--- config.mk ---
export PLATFORM = sky130hd
export DESIGN_NAME = seg7_scan_driver_flat
export DESIGN_NICKNAME = d
export VERILOG_FILES = /design/src/rtl/seg7_pkg.sv /design/src/rtl/seg7_scan_driver_if.sv /design/src/rtl/seg7_scan_driver_hex_to_seg7.sv /design/src/rtl/seg7_scan_driver.sv /design/src/flat_wrapper.sv
export SDC_FILE = /design/constraint.sdc
export NUM_CORES = 1
export LEC_CHECK = 0
export ABC_AREA = 1
export CORE_AREA = 2 2 73 75
export CTS_BUF_LIST = sky130_fd_sc_hd__clkbuf_4 sky130_fd_sc_hd__clkbuf_8 sky130_fd_sc_hd__clkbuf_16
export CTS_CLUSTER_SIZE = 14
export DETAILED_ROUTE_END_ITERATION = 6
export DIE_AREA = 0 0 75 77
export PLACE_DENSITY = 0.76
export SLEW_MARGIN = 20
export SYNTH_ARGS = -nofsm -noshare
export SYNTH_HDL_FRONTEND = slang
export SYNTH_HIERARCHICAL = 1
export SYNTH_SLANG_ARGS = --single-unit
--- constraint.sdc ---
create_clock -name CLK -period 4.3 [get_ports CLK]
set_input_delay 1.29 -clock CLK [delete_from_list [all_inputs] [get_ports CLK]]
set_output_delay 1.29 -clock CLK [all_outputs]
set_load 0.05 [all_outputs]
--- src/rtl/seg7_pkg.sv ---
// seg7_pkg: shared constants and types for the 7-segment scan driver.
//   DIGITS    - number of multiplexed digits on the display bus
//   HEX_SEG7  - nibble -> segment pattern, active-high, bits [6:0] = g..a
//   phase_t   - what the current slot cycle is doing (dark, gap, lit)
package seg7_pkg;

  localparam int unsigned DIGITS = 4;

  localparam logic [6:0] HEX_SEG7 [0:15] = '{
    7'h3F, 7'h06, 7'h5B, 7'h4F,
    7'h66, 7'h6D, 7'h7D, 7'h07,
    7'h7F, 7'h6F, 7'h77, 7'h7C,
    7'h39, 7'h5E, 7'h79, 7'h71
  };

  typedef enum logic [1:0] {
    PH_OFF,
    PH_BLANK,
    PH_SHOW
  } phase_t;

endpackage

--- src/rtl/seg7_scan_driver_if.sv ---
// seg7_scan_driver_if: bundle between the note-code lookup stage and the
// display scan driver.
//   EN          - scan enable; low forces the display dark
//   DISPLAY_NUM - four hex nibbles, [3:0] is digit 0 (rightmost)
//   DP_MASK     - decimal-point request per digit
//   SEG         - segment drive, [6:0] = g..a, [7] = dp
//   DIG         - one-hot digit enable, DIG[i] drives digit i
//   FRAME_STB   - one-cycle pulse when a new frame snapshot is latched
// master = producer/observer side, slave = scan driver.
interface seg7_scan_driver_if;
  logic        EN;
  logic [15:0] DISPLAY_NUM;
  logic [3:0]  DP_MASK;
  logic [7:0]  SEG;
  logic [3:0]  DIG;
  logic        FRAME_STB;

  modport master (
    output EN, DISPLAY_NUM, DP_MASK,
    input  SEG, DIG, FRAME_STB
  );

  modport slave (
    input  EN, DISPLAY_NUM, DP_MASK,
    output SEG, DIG, FRAME_STB
  );
endinterface

--- src/rtl/seg7_scan_driver_hex_to_seg7.sv ---
// hex_to_seg7: combinational nibble -> 7-segment decoder.
//   nib - hex digit 0..F
//   seg - active-high segments, [6:0] = g..a
module hex_to_seg7
  import seg7_pkg::*;
(
  input  logic [3:0] nib,
  output logic [6:0] seg
);

  always_comb begin
    seg = HEX_SEG7[nib];
  end

endmodule

--- src/rtl/seg7_scan_driver.sv ---
// seg7_scan_driver: time-multiplexes four hex nibbles onto a common-bus
// 4-digit 7-segment display with a blanking gap at the start of each digit
// slot. DISPLAY_NUM/DP_MASK are snapshotted once per frame (last cycle of
// digit 3), so a frame never mixes two input values.
// Ports:
//   CLK - system clock
//   RST - asynchronous reset, active-high
//   bus - seg7_scan_driver_if.slave (EN, DISPLAY_NUM, DP_MASK in;
//         SEG, DIG, FRAME_STB out, all outputs registered)
// Optional build macro SEG7_LZ_BLANK_EN: leading-zero suppression on
// digits 3..1 (segments dark, digit enable still cycles).
module seg7_scan_driver
  import seg7_pkg::*;
#(
  parameter int SCAN_DIV       = 1000,
  parameter int BLANK_CYCLES   = 4,
  parameter int SEG_ACTIVE_LOW = 1,
  parameter int DIG_ACTIVE_LOW = 1
) (
  input  logic             CLK,
  input  logic             RST,
  seg7_scan_driver_if.slave bus
);

  localparam int CW = (SCAN_DIV > 1) ? $clog2(SCAN_DIV) : 1;
  localparam logic [CW-1:0] CNT_MAX   = CW'(SCAN_DIV - 1);
  localparam logic [CW:0]   BLANK_LIM = (CW + 1)'(BLANK_CYCLES);
  localparam logic [1:0]    IDX_MAX   = 2'(DIGITS - 1);
  localparam logic [7:0]    SEG_OFF   = (SEG_ACTIVE_LOW != 0) ? 8'hFF : 8'h00;
  localparam logic [3:0]    DIG_OFF   = (DIG_ACTIVE_LOW != 0) ? 4'hF : 4'h0;

  logic [CW-1:0] cnt;
  logic [1:0]    idx;
  logic [15:0]   shadow_num;
  logic [3:0]    shadow_dp;
  logic [7:0]    seg_q;
  logic [3:0]    dig_q;
  logic          stb_q;

  phase_t        phase;
  logic [3:0]    nib;
  logic [6:0]    seg_dec;
  logic          lz_dark;
  logic [7:0]    seg_hi;
  logic [7:0]    seg_show;
  logic [3:0]    dig_show;

  always_comb begin
    nib = shadow_num[{idx, 2'b00} +: 4];
  end

  hex_to_seg7 u_dec (
    .nib (nib),
    .seg (seg_dec)
  );

  always_comb begin
    if (!bus.EN) begin
      phase = PH_OFF;
    end else if ({1'b0, cnt} < BLANK_LIM) begin
      phase = PH_BLANK;
    end else begin
      phase = PH_SHOW;
    end
  end

`ifdef SEG7_LZ_BLANK_EN
  // A digit is a leading zero only if it and every more significant digit
  // are zero; its own DP request keeps it lit. Digit 0 is never suppressed.
  always_comb begin
    lz_dark = 1'b0;
    case (idx)
      2'd3: lz_dark = (shadow_num[15:12] == 4'h0) && !shadow_dp[3];
      2'd2: lz_dark = (shadow_num[15:8]  == 8'h00) && !shadow_dp[2];
      2'd1: lz_dark = (shadow_num[15:4]  == 12'h000) && !shadow_dp[1];
      default: lz_dark = 1'b0;
    endcase
  end
`else
  always_comb begin
    lz_dark = 1'b0;
  end
`endif

  always_comb begin
    seg_hi = {shadow_dp[idx], seg_dec};
    if (lz_dark) begin
      seg_hi = '0;
    end
    seg_show = (SEG_ACTIVE_LOW != 0) ? ~seg_hi : seg_hi;
    dig_show = (DIG_ACTIVE_LOW != 0) ? ~(4'b0001 << idx) : (4'b0001 << idx);
  end

  always_ff @(posedge CLK or posedge RST) begin
    if (RST) begin
      cnt        <= '0;
      idx        <= '0;
      shadow_num <= '0;
      shadow_dp  <= '0;
      seg_q      <= SEG_OFF;
      dig_q      <= DIG_OFF;
      stb_q      <= 1'b0;
    end else begin
      stb_q <= 1'b0;
      if (phase == PH_OFF) begin
        cnt   <= '0;
        idx   <= '0;
        seg_q <= SEG_OFF;
        dig_q <= DIG_OFF;
      end else begin
        if (cnt == CNT_MAX) begin
          cnt <= '0;
          idx <= (idx == IDX_MAX) ? 2'd0 : idx + 2'd1;
          if (idx == IDX_MAX) begin
            shadow_num <= bus.DISPLAY_NUM;
            shadow_dp  <= bus.DP_MASK;
            stb_q      <= 1'b1;
          end
        end else begin
          cnt <= cnt + 1'b1;
        end
        if (phase == PH_BLANK) begin
          seg_q <= SEG_OFF;
          dig_q <= DIG_OFF;
        end else begin
          seg_q <= seg_show;
          dig_q <= dig_show;
        end
      end
    end
  end

  assign bus.SEG       = seg_q;
  assign bus.DIG       = dig_q;
  assign bus.FRAME_STB = stb_q;

endmodule

--- src/flat_wrapper.sv ---
// flat-port wrapper written by rule: the top's interface ports become plain ports
module seg7_scan_driver_flat import seg7_pkg::*;
#(
  parameter int SCAN_DIV       = 1000,
  parameter int BLANK_CYCLES   = 4,
  parameter int SEG_ACTIVE_LOW = 1,
  parameter int DIG_ACTIVE_LOW = 1
)
  (CLK, RST, bus_EN, bus_DISPLAY_NUM, bus_DP_MASK, bus_SEG, bus_DIG, bus_FRAME_STB);
  seg7_scan_driver_if bus_i ();
  input  logic CLK;
  input  logic RST;
  input wire logic [$bits(bus_i.EN)-1:0] bus_EN;
  input wire logic [$bits(bus_i.DISPLAY_NUM)-1:0] bus_DISPLAY_NUM;
  input wire logic [$bits(bus_i.DP_MASK)-1:0] bus_DP_MASK;
  output wire logic [$bits(bus_i.SEG)-1:0] bus_SEG;
  output wire logic [$bits(bus_i.DIG)-1:0] bus_DIG;
  output wire logic [$bits(bus_i.FRAME_STB)-1:0] bus_FRAME_STB;
  assign bus_i.EN = bus_EN;
  assign bus_i.DISPLAY_NUM = bus_DISPLAY_NUM;
  assign bus_i.DP_MASK = bus_DP_MASK;
  assign bus_SEG = bus_i.SEG;
  assign bus_DIG = bus_i.DIG;
  assign bus_FRAME_STB = bus_i.FRAME_STB;
  seg7_scan_driver #(.SCAN_DIV(SCAN_DIV), .BLANK_CYCLES(BLANK_CYCLES), .SEG_ACTIVE_LOW(SEG_ACTIVE_LOW), .DIG_ACTIVE_LOW(DIG_ACTIVE_LOW)) u_core (.CLK(CLK), .RST(RST), .bus(bus_i));
endmodule
==> results.cfg, run 1 <==
[synthesis]
synth-seq-cells = 45
yosys_warnings = 6
yosysSeqAreaShare_pct = 42.64
synth_most_common_cell = nand2_1
synthCells = 350
synth_edf_count = 0
netlist_area_um2 = 2676
yosysTopAreaCell = dfrtp_1
synth_top_area_share_pct = 30.86
syn_nets = 385
ys_types = 27
synthArstFlopShare_pct = 100.0
synth_common_cells = nand2_1 (87), inv_1 (74), dfrtp_1 (33), nand3_1 (24), nand4_1 (23)
synth_ff_type = dfrtp_1
synth_area_leaders = dfrtp_1 (31%), nand2_1 (12%), dfstp_2 (12%)
syn_avg_cell_area_um2 = 7.647

[final_layout]
layout-drive-gt1-share_pct = 10.70
final-seq-area_um2 = 1141
area_growth_pct = 16.36
multi_input_area_um2 = 1107
layout.nets = 417
antenna_cells = 0
fillers = 441

[critical_path]
critPathCaptureType = flop
worstPathRequired_ps = 4540
worstPathMaxFanout = 21
cp-startpoint = bus_EN
path_class = in -> reg
worstRegToRegCells = 11
arrival_ps = 3180
worstSetupStartpointType = primary input
regToRegStartpoint = u_core/idx[0]

[drt]
via_per_inst = 4.823
via_count = 2185
postRouteAntennaNets = 0
wl_per_cell_um = 11.28
routed_wl_um = 5112
drt_iter0_drc = 160
first_pass_iters = 4
drc = 0

[sta]
setup_ws_ps = 1359
rsz0062_at_grt = false
tightest_slew_ps = 654.5
maxSlewHeadroom_pct = 56.37
setup_tns_ps = 0
drv_slew = 0
setup_viol = 0
finalCritPeriodShare_pct = 68.40
max_freq_mhz = 340.0
min_period_ps = 2941
fin_skew_ps = 5.186
finalHoldViolations = 0

[place]
place_ws_ps = 1090
port_buffers = 35
gp_congestion = 0.8407
dp.final_hpwl_um = 3694

[power_and_ir_drop]
p_leak_nw = 1.634
power.density_nw_per_um2 = 270.8
irDropWorstVdd_uv = 112.3

[die]
die_w_um = 75
rows = 26
fp.dieArea_um2 = 5775
die_h_um = 77
io_pins = 36
initial_core_util_pct = 53.77
core-area_um2 = 4977

[global_route]
grt.overflow.total = 0
grt_pass1_vias = 1947
grt_max_degree = 28
grt_pass1_wl_um = 8742
antenna_found_initial = 0
globalRouteTotalUtil_pct = 19.45

[clocking]
cts_hold_buf = 0
cts-resized-gates = 0
cts_tree = done
clkSinkCount = 45
cts_root_buf = clkbuf_8
insertion_delay_ps = 290
clk_pin_slew_ps = 80
htree_levels = 2
cts_buffers = 5
clockBufferDepth = 2
post-cts-setup-buffer-count = 0

[hold_path]
hp-start = u_core/cnt[0]
min_path_cells = 1
hp-class = reg -> reg

[status]
status = completed

[run]
cap_violations = 0
## final timing paths
kind	endpoint	slack (ps)
min in group asynchronous	u_core/cnt[6]	1330
worst min register to register	u_core/cnt[0]	510
worst max register to register	u_core/bus.SEG[3]	1870
max in group asynchronous	u_core/bus.DIG[2]	2640
worst min-delay path	u_core/cnt[0]	510
worst max-delay path	u_core/shadow_num[7]	1360
## layout by cell type, fill, tap and decap left out
cell type	instances
clkbuf_4	2
nand2_2	3
nor2_1	22
xor2_1	3
a21oi_1	16
o21ai_0	8
nor2_2	1
clkdlybuf4s50_1	35
nand3_1	24
o21ai_1	1
nand4_1	23
inv_2	5
clkinv_1	1
dfstp_2	12
nand3_2	2
nand4_2	1
inv_1	74
buf_4	4
ha_1	12
nand2_1	87
clkbuf_8	6
nor3b_1	1
nor3_1	2
dfrtp_1	33
nand2_4	2
nor2_4	2
nor3b_2	1
## metrics by stage
stage	hold slack, ps	std cells	cell area, um2	util (%)	power, W
2_1_floorplan	469.5	350	2676	-	0.0005297
3_3_place_gp	491.9	445	3017	60.61	0.0005701
3_5_place_dp	500.9	445	3017	60.61	0.0005721
4_1_cts	512.8	453	3114	62.57	0.0008502
5_1_grt	547.7	453	3114	62.57	0.0008869
6_report	509.2	453	3114	62.57	0.0008433
## power breakdown
part,switching [W],internal [W]
combinational,0.0000780,0.0000493
sequential,0.00000665,0.000431
clock,0.000135,0.000144
total,0.000220,0.000624
## cells by family (layout without fill, tap and decap cells)
logic type / after synthesis / after routing / synth area share [%]
and+or+nand+nor: 171 / 171 / 30.11
AOI/OAI and AO/OA: 25 / 25 / 4.675
adders and majority gates: 12 / 12 / 5.610
buffers and inverters: 94 / 127 / 15.99
DFF: 45 / 45 / 42.64
xor gates and xnor gates: 3 / 3 / 0.9819
## registers in the layout, summed over array words and instances (netlist names)
signal / cells
u_core/bus.SEG: 8
u_core/bus.FRAME_STB: 1
u_core/idx: 2
u_core/shadow_dp: 4
u_core/shadow_num: 16
u_core/bus.DIG: 4
u_core/cnt: 10
## critical path, stage by stage
cell	delay (ps)
clkdlybuf4s50_1	450
buf_4	230
nand2_1	80
inv_1	60
buf_4	230
nand4_2	470
nand2_1	220
nand2_1	80
inv_1	60
## layout make-up
cell class | count | share of cell area, %
repair buffers | 39 | 12.21
inverters | 80 | 9.642
clock buffers | 8 | 3.134
flip-flops and latches | 45 | 36.64
multi-input cells | 211 | 35.56
well taps | 70 | 2.812
## layer usage
layer | track usage (%) | up-vias | routed length [um]
met4 | 5.893 | 0 | 70
met3 | 4.074 | 7 | 226
met1 | 26.80 | 988 | 2555
met5 | 0 | - | 0
met2 | 30.44 | 54 | 2260
li1 | - | 1136 | -
(Power assumes the default switching activity.)
==> run 2: changes to the inputs <==
clock period = 2.9 ns   (was 4.3 ns; I/O delays follow)
==> run 2 against run 1 <==
  * Register-to-register slack lost 1300 ps
  * Via count grew 0.27%
  * Utilization shrank 0.13 points
  * Clock power grew 44%
  * Count of clock-buffer cells in the layout shrank 2
  * Die area is the same
  * Clock skew shrank 0.60 ps
  * Worst hold slack gained 28 ps
  * Global-route usage grew 0.23 points
  * Routed wire length grew 2.1%
  * Critical path depth shrank 8
  * Final cell count is the same
==> results.cfg, run 2 (synthesized netlist as in run 1, its figures left out) <==
[power_and_ir_drop]
power.share.switching_pct = 27.24
p_leak_nw = 1.631
internal_power_w = 0.0009013
switchingPower_w = 0.0003374
combPwrFrac_pct = 15.5
pwr-share-clk_pct = 32.4
irDropWorstVdd_uv = 183.9
power.density_nw_per_um2 = 398.6
pwr-share-seq_pct = 52.1

[global_route]
top_usage_layer = met2
met2_usage_pct = 30.44
grt_pass1_vias = 2036
antenna_found_initial = 0
grt_max_degree = 46
met3_usage_pct = 4.205
grt.overflow.total = 0
use_met1_pct = 26.97
grt_pass1_wl_um = 8887
globalRouteTotalUtil_pct = 19.68

[sta]
rsz0062_at_grt = false
fin_skew_ps = 4.583
drv_slew = 0
maxSlewHeadroom_pct = 54.05
setup_tns_ps = 0
finalCritPeriodShare_pct = 85.49
max_freq_mhz = 403.3
setup_viol = 0
finalHoldViolations = 0
tightest_slew_ps = 689.3
min_period_ps = 2479

[final_layout]
layout_commonest_cell = nand2_1
layout.nets = 417
layout-drive-gt1-share_pct = 10.44
antenna_cells = 0
regMostFlops = u_core/shadow_num
instances_no_fill = 453
most-common-layout-cells = nand2_1 (87), inv_1 (74), clkdlybuf4s50_1 (35)
area_growth_pct = 16.13
largest_reg_flops = 16

[clocking]
htree_levels = 2
post-cts-setup-buffer-count = 0
insertion_delay_ps = 300
cts_buffers = 5
clk_pin_slew_ps = 80
clkSinkCount = 45
clockBufferDepth = 2
cts_root_buf = clkbuf_8
cts-resized-gates = 0
cts_tree = done
cts_hold_buf = 0

[die]
die_h_um = 77
core-area_um2 = 4977
rows = 26
die_w_um = 75
fp.dieArea_um2 = 5775
initial_core_util_pct = 53.77
io_pins = 36

[place]
dp.final_hpwl_um = 3717
port_buffers = 35
dp_cells = 445
gp_congestion = 0.8152

[drt]
drt_iter0_drc = 191
via_count = 2191
postRouteAntennaNets = 0
routed_wl_um = 5217
wl_per_cell_um = 11.52
via_per_inst = 4.837
drc = 0
first_pass_iters = 4

[critical_path]
worstPathRequired_ps = 2030
cp_top_family = buffers and inverters
r2r_setup_slack_ps = 580
critPathMaxStageDelay_ps = 790
regToRegStartpoint = u_core/idx[1]
path_class = reg -> out
reg2reg_to = u_core/bus.SEG[3]
critPathCaptureType = output port
worstSetupStartpointType = flop
arrival_ps = 1610
crit_buf_inv = 1
crit_slowest_cell = clkdlybuf4s50_1
worstRegToRegCells = 11
crit_chain = clkdlybuf4s50_1
cp.depth = 1
worstPathMaxFanout = 1

[status]
status = completed

[hold_path]
hp-start = u_core/shadow_dp[2]
min_to = u_core/shadow_dp[2]
hp-class = reg -> reg
min_path_cells = 4

[run]
cap_violations = 0
## run 2: changes by cell type in the layout (fill, tap and decap cells not counted)
cell      previous run  this run
clkinv_1             1         2
clkinv_2             0         1
clkbuf_4             2         0
## run 2: per-stage QoR
stage	hold WS (ps)	util [%]	worst slack [ps]	area [um2]	power, W
final	536.7	62.44	420.7	3108	0.001239
after global routing	559.9	62.44	301.9	3108	0.001297
after CTS	530.5	62.44	411.2	3108	0.001244
after detailed placement	516.7	60.61	585.5	3017	0.0008481
after global placement	490.4	60.61	621.0	3017	0.0008448
after floorplan	469.5	-	943.9	2676	0.0007854
## run 2: layout make-up
| class | instances | area [um2] |
|---|---|---|
| multi-input cells | 211 | 1107 |
| flip-flops and latches | 45 | 1141 |
| clock inverters | 2 | 8.758 |
| well taps | 70 | 87.58 |
| clock buffers | 6 | 82.58 |
| repair buffers | 39 | 380.4 |
| fillers | 444 | 1869 |
| inverters | 80 | 300.3 |
## run 2: worst max-delay path by stage
| stage | from | end | slack [ps] |
|---|---|---|---|
| after floorplan | u_core/idx[0] | u_core/bus.SEG[3] | 940 |
| after global placement | bus_EN | u_core/shadow_num[8] | 620 |
| after detailed placement | bus_EN | u_core/shadow_num[4] | 590 |
| after CTS | u_core/bus.SEG[2] | bus_SEG[2] | 410 |
| after global routing | u_core/idx[1] | u_core/bus.SEG[3] | 300 |
| final | u_core/bus.SEG[2] | bus_SEG[2] | 420 |
## run 2: power groups by stage
stage	clock network, W	registers (W)	logic (W)
after floorplan	0	0.000670	0.000116
after global placement	0	0.000656	0.000189
after detailed placement	0	0.000657	0.000191
after CTS	0.000405	0.000645	0.000193
after global routing	0.000433	0.000646	0.000218
final	0.000402	0.000645	0.000192
## run 2: layer usage
| layer | vias to the layer above | part of all wire, % |
|---|---|---|
| met2 | 73 | 46 |
| met1 | 977 | 46 |
| met4 | 0 | 1.9 |
| met5 | - | 0 |
| li1 | 1130 | - |
| met3 | 11 | 6.2 |
==> RTL edit: new RTL, config.mk and constraints of run 2 <==
`SCAN_DIV` is set to 1000 in 2 places; all go to 2000.
--- a/src/rtl/seg7_scan_driver.sv
+++ b/src/rtl/seg7_scan_driver.sv
@@ -14,3 +14,3 @@
 #(
-  parameter int SCAN_DIV       = 1000,
+  parameter int SCAN_DIV       = 2000,
   parameter int BLANK_CYCLES   = 4,
--- a/src/flat_wrapper.sv
+++ b/src/flat_wrapper.sv
@@ -3,3 +3,3 @@
 #(
-  parameter int SCAN_DIV       = 1000,
+  parameter int SCAN_DIV       = 2000,
   parameter int BLANK_CYCLES   = 4,
Behaviour: no difference found for any inputs over 10 cycles, from zero or initial values and one cycle with RST high; that may be too few to reach the edited logic, so the function may still have changed.
==> RTL edit against run 2 <==
  * Worst setup slack got worse by 0.023 ns
  * Total power rose by 0.51%
  * Sequential cell count rose by 1
  * Area after synthesis fell by 0.47%
  * Wire length rose by 1.0%
  * Count of clock-buffer cells in the layout rose by 1
  * Synthesized cell count rose by 3.1%
  * Hold slack improved by 0.0015 ns
  * Cell area rose by 0.76%
  * Largest power group unchanged
==> RTL edit: results (changes against run 2) <==
sta:
  clock_skew_ns: 0.00594  # +0.00136 ns
  period_minus_slack_ns: 2.50  # +0.0232 ns
  maxSlewHeadroom_pct: 51.9  # -2.2 points
  finalHoldViolations: 0  # unchanged
global_routing:
  pin_count_of_the_biggest_net_entering_global_routing: 47  # +2.2%
  gr-usage-all-layers_pct: 21.3  # +1.6 points
  grt_pass1_vias: 2196  # +7.9%
  first_pass_grt_wire_length_um: 9540  # +7.4%
final_layout:
  n_fill_cell: 472  # +6.3%
  post_route_cells_drive_above_1_share_pct: 8.67  # -1.8 points
  finish.net_count: 427  # +2.4%
  largest_register: "u_core/shadow_num"
  insertedDiodeCount: 0  # unchanged
worst_setup_path:
  cpLargestDelayFamily: "buffers and inverters"
  rr_endpoint: "u_core/bus.SEG[3]"
  worst-r2r-cell-count: 11  # unchanged
  critical-path-slowest-cell: "sky130_fd_sc_hd__clkdlybuf4s50_1"
  reg2reg_setup_slack_ns: 0.41  # -0.17 ns
  critical_path.reg2reg.startpoint: "u_core/idx[0]"
  critPathArrivalTime_ns: 1.63  # +0.02 ns
  critPathCapture: "bus_SEG[3]"
  worst_setup_path_startpoint: "u_core/bus.SEG[3]"
detailed_routing:
  drt_wl_total_um: 5270  # +1.0%
  drt_iter0_drc: 135  # -29%
  drt-vias-per-instance: 4.85  # +0.24%
placed_design:
  gp_routability_congestion: 0.879  # +7.8%
  post-dp-hpwl_um: 3810  # +2.4%
  dp_slack_ns: 0.419  # -0.166 ns
clocking:
  postCtsSetupBuffers: 0  # unchanged
  cts_repair_resize_count: 0  # unchanged
  cts-root-to-sink-buffers: 2  # unchanged
  clock_tree.htree_level_count: 2  # unchanged
  clockRootBuffer: "sky130_fd_sc_hd__clkbuf_8"
  numCtsBuffers: 5  # unchanged
  clk_pin_slew_worst_paths_ns: 0.08  # about the same
  clock_latency_ns: 0.31
min_path:
  timing.hold.worst.class: "flip-flop to flip-flop"
  hold_start: "u_core/shadow_num[6]"
synthesis:
  ys_seq_area_share_pct: 43.8  # +1.1 points
  synth.distinct_cells: 25  # -7.4%
  syn-num-nets: 396  # +2.9%
  synth_top_cells_by_area: "sky130_fd_sc_hd__dfrtp_1 32%, sky130_fd_sc_hd__nand2_1 13%, sky130_fd_sc_hd__dfstp_2 12%"
  synth.cells.most_frequent: "95 x sky130_fd_sc_hd__nand2_1, 82 x sky130_fd_sc_hd__inv_1, 34 x sky130_fd_sc_hd__dfrtp_1"
  synth_top_area_cell: "sky130_fd_sc_hd__dfrtp_1"
  async_reset_ff_share_pct: 100  # unchanged
  synthesis.yosys.warnings: 6  # unchanged
  synth_flop_cell: "sky130_fd_sc_hd__dfrtp_1"
power:
  irDropWorstVdd_v: 0.000206  # +12%
  leakage_nw: 1.65  # +0.89%
job:
  cap_violations: 0  # unchanged
run_status:
  status: "finished clean"
[RTL edit: power breakdown]
part	switching, mW	total (mW)	internal [mW]	leakage [nW]
Sequential	0.0112	0.664	0.653	0.493
Combinational	0.117	0.190	0.0727	1.11
Clock	0.206	0.391	0.185	0.0452
Total	0.334	1.25	0.911	1.65
[RTL edit: area by class of cell]
type,count,area share [%]
Sequential cell,46,37.2
Multi-Input combinational cell,215,34.8
Timing Repair Buffer,40,12.4
Inverter,84,10.1
Tap cell,70,2.80
Clock buffer,7,2.68
[RTL edit: metrics by stage]
step           total power [mW]  hold WS, ns  instances  area (um^2)
4_1_cts                    1.25        0.543        462         3130
3_3_place_gp              0.862        0.512        455         3040
2_1_floorplan             0.803        0.490        361         2660
6_report                   1.25        0.538        462         3130
3_5_place_dp              0.864        0.521        455         3040
5_1_grt                    1.31        0.576        462         3130
[RTL edit: kinds of logic after synthesis]
family                   after synthesis  share of synthesized area (%)
AO/OA/AOI/OAI                         30                           5.82
buffers and inverters                100                           15.4
adder cells (fa/ha/maj)               12                           5.64
AND/OR/NAND/NOR                      172                           29.0
XOR/XNOR                               1                          0.329
flip-flops                            46                           43.8
[RTL edit: routing by layer]
layer / wire length [um] / GRT usage [%]
met5: 0 / 0
met4: 122 / 9.29
met3: 171 / 3.68
met2: 2610 / 33.9
met1: 2360 / 28.0
[RTL edit: worst min path at each step]
| stage | end | slack, ns | cells past startpoint |
|---|---|---|---|
| floorplan | u_core/cnt[0] | 0.49 | 1 |
| global placement | u_core/shadow_dp[2] | 0.51 | 4 |
| detailed placement | u_core/shadow_num[7] | 0.52 | 4 |
| CTS | u_core/shadow_num[7] | 0.54 | 4 |
| global route | u_core/shadow_num[7] | 0.58 | 4 |
| finish | u_core/shadow_num[6] | 0.54 | 4 |
